<file path="src/rtl/pipe_stage_reg_pkg.sv">
// Shared pipeline definitions: default payload widths, the stage control-field
// layout, the nop encoding used for bubbles, and a small occupancy helper.
package pipe_stage_reg_pkg;

  localparam int PIPE_DATA_W = 64;
  localparam int PIPE_CTRL_W = 16;

  typedef struct packed {
    logic [3:0] rsvd;
    logic [1:0] wb_sel;
    logic [5:0] alu_op;
    logic [3:0] wr_en;
  } stage_ctrl_t;

  // All-zero fields: no writes, ALU idle, no writeback.
  localparam stage_ctrl_t NOP_CTRL = '{rsvd: 4'h0, wb_sel: 2'b00, alu_op: 6'h00, wr_en: 4'h0};

  function automatic logic [1:0] held_count(input logic main_v, input logic skid_v);
    return {1'b0, main_v} + {1'b0, skid_v};
  endfunction

endpackage

</file>
<file path="src/rtl/pipe_slot.sv">
// One pipeline entry: valid flag plus payload register. Clear only drops the
// valid flag so the payload never toggles while the slot is empty.
module pipe_slot #(
  parameter int DATA_W = 64,
  parameter int CTRL_W = 16
) (
  input  logic              clk,
  input  logic              rst,
  input  logic              clear,
  input  logic              load,
  input  logic              unload,
  input  logic [DATA_W-1:0] in_data,
  input  logic [CTRL_W-1:0] in_ctrl,
  output logic              valid,
  output logic [DATA_W-1:0] data,
  output logic [CTRL_W-1:0] ctrl
);

  // Valid flag: clear beats load, and load beats unload so a same-edge refill keeps the slot full.
  always_ff @(posedge clk) begin
    if (rst) begin
      valid <= 1'b0;
    end else if (clear) begin
      valid <= 1'b0;
    end else if (load) begin
      valid <= 1'b1;
    end else if (unload) begin
      valid <= 1'b0;
    end else begin
      valid <= valid;
    end
  end

  // Payload register, loaded only on an accepted write.
  always_ff @(posedge clk) begin
    if (rst) begin
      data <= {DATA_W{1'b0}};
      ctrl <= {CTRL_W{1'b0}};
    end else if (load && !clear) begin
      data <= in_data;
      ctrl <= in_ctrl;
    end else begin
      data <= data;
      ctrl <= ctrl;
    end
  end

endmodule

</file>
<file path="src/rtl/pipe_stage_reg.sv">
// Valid/ready pipeline stage register with optional two-entry skid buffer,
// flush, and bubble control insertion when empty.
module pipe_stage_reg
  import pipe_stage_reg_pkg::*;
#(
  parameter int                DATA_W      = PIPE_DATA_W,
  parameter int                CTRL_W      = PIPE_CTRL_W,
  parameter logic [CTRL_W-1:0] BUBBLE_CTRL = CTRL_W'(NOP_CTRL),
  parameter int                SKID        = 1
) (
  input  logic              clk,
  input  logic              rst,
  input  logic              flush,
  input  logic              in_valid,
  output logic              in_ready,
  input  logic [DATA_W-1:0] in_data,
  input  logic [CTRL_W-1:0] in_ctrl,
  output logic              out_valid,
  input  logic              out_ready,
  output logic [DATA_W-1:0] out_data,
  output logic [CTRL_W-1:0] out_ctrl,
  output logic [1:0]        occupancy
);

  logic              main_valid;
  logic [DATA_W-1:0] main_data;
  logic [CTRL_W-1:0] main_ctrl;
  logic              main_load;
  logic              main_unload;
  logic [DATA_W-1:0] main_src_data;
  logic [CTRL_W-1:0] main_src_ctrl;
  logic              skid_valid;
  logic              enq;
  logic              deq;

  assign enq = in_valid & in_ready & ~flush;
  assign deq = main_valid & out_ready & ~flush;

  pipe_slot #(.DATA_W(DATA_W), .CTRL_W(CTRL_W)) u_main (
    .clk     (clk),
    .rst     (rst),
    .clear   (flush),
    .load    (main_load),
    .unload  (main_unload),
    .in_data (main_src_data),
    .in_ctrl (main_src_ctrl),
    .valid   (main_valid),
    .data    (main_data),
    .ctrl    (main_ctrl)
  );

  generate
    if (SKID != 0) begin : g_skid
      logic              skid_load;
      logic              skid_unload;
      logic [DATA_W-1:0] skid_data;
      logic [CTRL_W-1:0] skid_ctrl;

      pipe_slot #(.DATA_W(DATA_W), .CTRL_W(CTRL_W)) u_skid (
        .clk     (clk),
        .rst     (rst),
        .clear   (flush),
        .load    (skid_load),
        .unload  (skid_unload),
        .in_data (in_data),
        .in_ctrl (in_ctrl),
        .valid   (skid_valid),
        .data    (skid_data),
        .ctrl    (skid_ctrl)
      );

      assign in_ready = ~skid_valid;

      // Skid drains into main on dequeue; a new beat lands in skid only while main stays occupied.
      always_comb begin
        main_load     = (deq & skid_valid) | (enq & (~main_valid | deq));
        main_unload   = deq;
        skid_load     = enq & main_valid & (~deq | skid_valid);
        skid_unload   = deq & skid_valid;
        if (skid_valid) begin
          main_src_data = skid_data;
          main_src_ctrl = skid_ctrl;
        end else begin
          main_src_data = in_data;
          main_src_ctrl = in_ctrl;
        end
      end
    end else begin : g_single
      assign skid_valid = 1'b0;
      assign in_ready   = ~main_valid | out_ready;

      always_comb begin
        main_load     = enq;
        main_unload   = deq;
        main_src_data = in_data;
        main_src_ctrl = in_ctrl;
      end
    end
  endgenerate

  assign out_valid = main_valid;
  assign out_data  = main_data;
  assign out_ctrl  = main_valid ? main_ctrl : BUBBLE_CTRL;
  assign occupancy = held_count(main_valid, skid_valid);

endmodule

</file>
<file path="config.mk">
export PLATFORM = sky130hd
export DESIGN_NAME = pipe_stage_reg
export DESIGN_NICKNAME = d
export VERILOG_FILES = /design/src/rtl/pipe_stage_reg_pkg.sv /design/src/rtl/pipe_slot.sv /design/src/rtl/pipe_stage_reg.sv
export SDC_FILE = /design/constraint.sdc
export NUM_CORES = 1
export LEC_CHECK = 0
export BUFFER_PORTS_ARGS = -buffer_cell sky130_fd_sc_hd__buf_2
export CAP_MARGIN = 10
export CORE_MARGIN = 3
export CORE_UTILIZATION = 25
export CTS_BUF_LIST = sky130_fd_sc_hd__clkbuf_8
export DETAILED_ROUTE_END_ITERATION = 16
export GPL_ROUTABILITY_DRIVEN = 0
export HOLD_SLACK_MARGIN = 0.08
export SYNTH_ARGS = -nofsm -noshare
export SYNTH_HDL_FRONTEND = slang
export SYNTH_SLANG_ARGS = --single-unit
</file>
<file path="constraint.sdc">
create_clock -name clk -period 1.9 [get_ports clk]
set_input_delay 0.38 -clock clk [delete_from_list [all_inputs] [get_ports clk]]
set_output_delay 0.38 -clock clk [all_outputs]
set_load 0.02 [all_outputs]
</file>
## Word-level counts from Yosys, hierarchy flattened

Cells that the tools add are included.

- $add $sub $neg: 1
- Mux-type cells: 7
- Bitwise gates (word level): 15
- Reduce and logical (&&, ||, !) cells: 6

Operators with widths:

| cell | number |
|---|---|
| $mux 64 | 1 |
| $mux 16 | 2 |
| $and 1x1->1 | 8 |
| $mux 1 | 4 |
| $not 1->1 | 4 |
| $reduce_bool 2->1 | 2 |
| $or 1x1->1 | 3 |
| $add 1x1->2 | 1 |
| $logic_and 1x1->1 | 2 |
| $reduce_or 2->1 | 1 |
| $logic_not 1->1 | 1 |

- Bits in registers: 162
- Input bits: 85
- Logic and storage cells: 35

## Depth between registers and ports, before layout

- Depth in word-level cells: 6
- Mapped depth: 6
- Mapped depth without buffers: 3

## Modules after synthesis

A second synthesis with hierarchy kept.

- Cell total of the unflattened synthesis: 857
- Area total of the unflattened synthesis: 9366.5 sq um

By module, submodules not included:

| module | times used | cells an instance | area an instance (sq um) | seq. area each (sq um) |
|---|---|---|---|---|
| pipe_slot | 2 | 370 | 4103.9 | 1621.6 |
| pipe_stage_reg | 1 | 117 | 1158.6 | 0.0 |

## Worst setup path before layout

Ideal clock, no wire load.

- Path type: flip-flop to flip-flop
- From: register u_main.valid
- To: register u_main.ctrl[0]
- Arrival time: 1.467 ns
- Data required time: 1.779 ns
- Path slack: 0.311 ns
- Cell stages (with the launch flop): 6
- Buffers on the path: 2
- Period minus slack after synthesis: 1.589 ns
- Path through: dfxtp_1 -> nand2_1 -> a221o_1 -> buf_4 -> buf_6 -> mux2_4

- Word-level cells in the longest chain between the ends: 6
- Elaborated cells on any way between the ends: 8
- Those cells by class: 7 x bitwise; 1 x reduce/logical

RTL lines:

| what | RTL line | source |
|---|---|---|
| from (decl) | pipe_slot.sv:14 | `output logic valid,` |
| from (signal assigned) | pipe_slot.sv:30 | `valid <= valid;` |
| $and 1x1->1 (2 in series) | pipe_stage_reg.sv:37 | `assign deq = main_valid & out_ready & ~flush;` |
| $or 1x1->1 | pipe_stage_reg.sv:76 | `main_load = (deq & skid_valid) \| (enq & (~main_valid \| deq));` |
| $and 1x1->1 | pipe_stage_reg.sv:76 |  |
| $or 1x1->1 * | pipe_stage_reg.sv:76 |  |
| $logic_and 1x1->1 * | pipe_slot.sv:39 | `end else if (load && !clear) begin` |
| to (signal assigned) | pipe_slot.sv:38 | `ctrl <= {CTRL_W{1'b0}};` |
| to (signal assigned) | pipe_slot.sv:41 | `ctrl <= in_ctrl;` |
| to (signal assigned) | pipe_slot.sv:44 | `ctrl <= ctrl;` |
| to (decl) | pipe_slot.sv:16 | `output logic [CTRL_W-1:0] ctrl` |

Mark *: on every way between the ends. The rest lies on a longest branch, timed or not.
A chain may end at the register's enable or synchronous reset.

## Worst setup path in the final report

- From: register g_skid.u_skid.valid
- To: register u_main.data[33]

- Word-level cells in the longest chain between the ends: 6
- Elaborated cells on any way between the ends: 8
- Those cells by class: 1 x mux; 6 x bitwise; 1 x reduce/logical

RTL lines:

| what | RTL line | source |
|---|---|---|
| from (decl) | pipe_slot.sv:14 |  |
| from (signal assigned) | pipe_slot.sv:30 |  |
| $not 1->1 | pipe_stage_reg.sv:72 | `assign in_ready = ~skid_valid;` |
| $and 1x1->1 (2 in series) | pipe_stage_reg.sv:36 | `assign enq = in_valid & in_ready & ~flush;` |
| $and 1x1->1 | pipe_stage_reg.sv:76 |  |
| $or 1x1->1 | pipe_stage_reg.sv:76 |  |
| $logic_and 1x1->1 | pipe_slot.sv:39 |  |
| to (signal assigned) | pipe_slot.sv:37 | `data <= {DATA_W{1'b0}};` |
| to (signal assigned) | pipe_slot.sv:40 | `data <= in_data;` |
| to (signal assigned) | pipe_slot.sv:43 | `data <= data;` |
| to (decl) | pipe_slot.sv:15 | `output logic [DATA_W-1:0] data,` |

Several ways; a longest one is shown, not always the timed one.

==> impl_metrics.json <==
{
  "fillers": 3463,
  "globalRouteTotalUtil_pct": 11.1,
  "via_per_inst": 4.09,
  "fin_nets": 1050,
  "seq_area_frac_synth_pct": 38.5,
  "core_sq_mm": 0.0329,
  "cts-buffers-inserted": 17,
  "netlist_area_sq_mm": 0.00841,
  "holdWs_ns": 0.164,
  "hold_end": "g_skid.u_skid.data[63]",
  "dp_cells": 1384,
  "rrSetupSlack_ns": 0.09,
  "synth_top_area_share_pct": 38.5,
  "postRouteAntennaNets": 0,
  "endpoint_kind": "flip-flop",
  "clock_sinks": 162,
  "hold_viol": 0,
  "multi_input_area_sq_mm": 0.00479,
  "die_h_microns": 189,
  "clockBufferDepth": 2,
  "synthDistinctLibCells": 21,
  "ys_ff_latch": 162,
  "drtIter0Drc": 223,
  "clock_skew_ns": 0.0132,
  "worst_setup_path_start_kind": "flip-flop",
  "wl_microns": 19800,
  "cts-root-buf": "clkbuf_8",
  "setup_viol": 0,
  "insertion_delay_ns": 0.48,
  "reg2regPathDepth": 5,
  "period_needed_ns": 1.81,
  "relSlewSlack_pct": 75.7,
  "synthesis.nets": 901,
  "reg2reg_to": "u_main.data[33]",
  "powerDensity_mw_per_mm2": 727,
  "io_buffers": 168,
  "place_hpwl_microns": 13400,
  "num_vias": 5801,
  "fmax_mhz": 553,
  "antenna_found_initial": 6,
  "syn_inst": 815,
  "fp-row-count": 66,
  "firstDrtPassIters": 6,
  "h-tree-depth": 4,
  "dieArea_sq_mm": 0.0359,
  "fin_crit_sh_pct": 95.1,
  "tightest_slew_ns": 0.365,
  "run_status": "completed",
  "fin_util_pct": 31.3,
  "yosys_warnings": 0,
  "arrival_ns": 2.16,
  "cts_tree": "yes",
  "ioPinCount": 169,
  "min_path_type": "primary input to flip-flop",
  "hp-start": "in_data[63]",
  "drc": 0,
  "grt_pass1_wl_microns": 31300,
  "path_clk_slew_ns": 0.10,
  "fin_cells": 1418,
  "synth.area.top_cells": "dfxtp_1 39%, mux2i_1 19%, mux2_4 14%, nand2b_1 12%, nor2b_1 5.9%",
  "drive_gt1_share_pct": 31.7,
  "drv_cap": 0,
  "routedWlPerCell_microns": 14.0,
  "diodes": 0,
  "path_class": "flip-flop to flip-flop",
  "initial_core_util_pct": 25.6,
  "grt_pass1_vias": 5770,
  "seqCellArea_sq_mm": 0.00325,
  "synth_top_area_cell": "dfxtp_1",
  "p_leak_uw": 0.00425,
  "ir_worst_vdd_uv": 405,
  "overflow": 0,
  "grt_max_degree": 56,
  "area_growth_pct": 22.2,
  "total_power_uw": 7470,
  "drv_slew": 0,
  "worstHoldPathCells": 3,
  "avgSynthCellArea_sq_um": 10.3,
  "critPathMaxFanout": 38,
  "cp_data_required_time_ns": 2.26,
  "r2r-start": "g_skid.u_skid.valid",
  "die_w_microns": 189
}
## worst max-delay path by stage
stage / start / endpoint / slack, ns / cells after the start
after floorplan: u_main.valid / u_main.ctrl[0] / 0.31 / 5
after global placement: out_ready / u_main.data[29] / 0.18 / 5
after detailed placement: out_ready / u_main.data[20] / 0.17 / 5
after CTS: u_main.valid / occupancy[0] / -0.001 / 3
after global routing: u_main.valid / occupancy[0] / -0.0005 / 3
final: g_skid.u_skid.valid / u_main.data[33] / 0.09 / 5
## per-layer routing
layer  track usage, %  wire length (microns)  vias to the layer above
met1             13.7                   9230                     2719
li1                 -                      -                     2962
met4             3.13                    257                       12
met5                0                     81                        -
met2             18.4                   9350                       80
met3             3.55                    889                       28
## final cells by class
type / count / share of cell area [%]
Clock inverter: 13 / 1.95
Tap cell: 442 / 5.38
Inverter: 2 / 0.0730
Multi-Input combinational cell: 586 / 46.6
Timing Repair Buffer: 195 / 12.0
Sequential cell: 162 / 31.6
Clock buffer: 18 / 2.41
## synth_stat cells
cell	n
and2_1	16
a21oi_1	1
o21ai_1	1
a221o_1	1
nand2b_1	161
nor2_1	80
a211oi_1	1
buf_4	3
clkbuf_1	28
nor2b_1	80
buf_2	12
dfxtp_1	162
mux2i_1	160
mux2_4	80
buf_6	16
nand2_1	2
inv_1	2
ha_1	1
a211o_1	1
nor4_1	1
buf_1	6
## critical path, stage by stage (launching register included)
cell and delay (ns):
dfxtp_4 0.36, buf_4 0.16, nand2b_1 0.17, a221o_4 0.40, buf_12 0.21, mux2_4 0.33
## state kept, by name (all words and copies together), names as in the netlist
signal / flops
g_skid.u_skid.data: 64
u_main.data: 64
u_main.valid: 1
g_skid.u_skid.valid: 1
u_main.ctrl: 16
g_skid.u_skid.ctrl: 16
## through the flow
stage | setup TNS [ns] | area, sq um | setup WS (ns)
global placement | 0 | 9770 | 0.176
CTS | -0.00113 | 10300 | -0.00113
finish | 0 | 10300 | 0.0929
detailed placement | 0 | 9770 | 0.170
floorplan | 0 | 8410 | 0.311
global route | -0.000504 | 10300 | -0.000504
## power by group
group / total, uW / internal (uW) / leakage (uW) / switching (uW)
combinational: 975 / 492 / 0.00271 / 483
clock: 2950 / 1490 / 0.000216 / 1460
sequential: 3550 / 3500 / 0.00132 / 48.9
## cells in the final DEF, fill, tap and decap left out, types with 3 or more instances in the layout
cell type   count
nor2_1         80
nand2b_1      161
buf_2         167
mux2i_1       160
buf_12         12
nor2b_1        80
clkbuf_8       19
and2_1         16
bufinv_16       4
dfxtp_1       160
mux2_4         80
buf_4          12
inv_6           3
clkinvlp_4      3
## timing repair
item / in CTS / in global routing
setup endpoints to repair: 6 / 1
cloned: 1 / 0
endpoints found under the hold margin: 1 / 0
hold buffers: 1 / 0
setup buffers: 1 / 0
pin swaps: 0 / 0
resized for setup: 4 / 1
## cells by family after synthesis
logic type	after synthesis	synth area share, %
simple gates	340	22.8
flops	162	38.5
compound gates	5	0.431
mux	240	33.3
buf+inv	67	4.73
fa+ha+maj	1	0.149
Note: power is estimated with default switching activity, not from simulation.
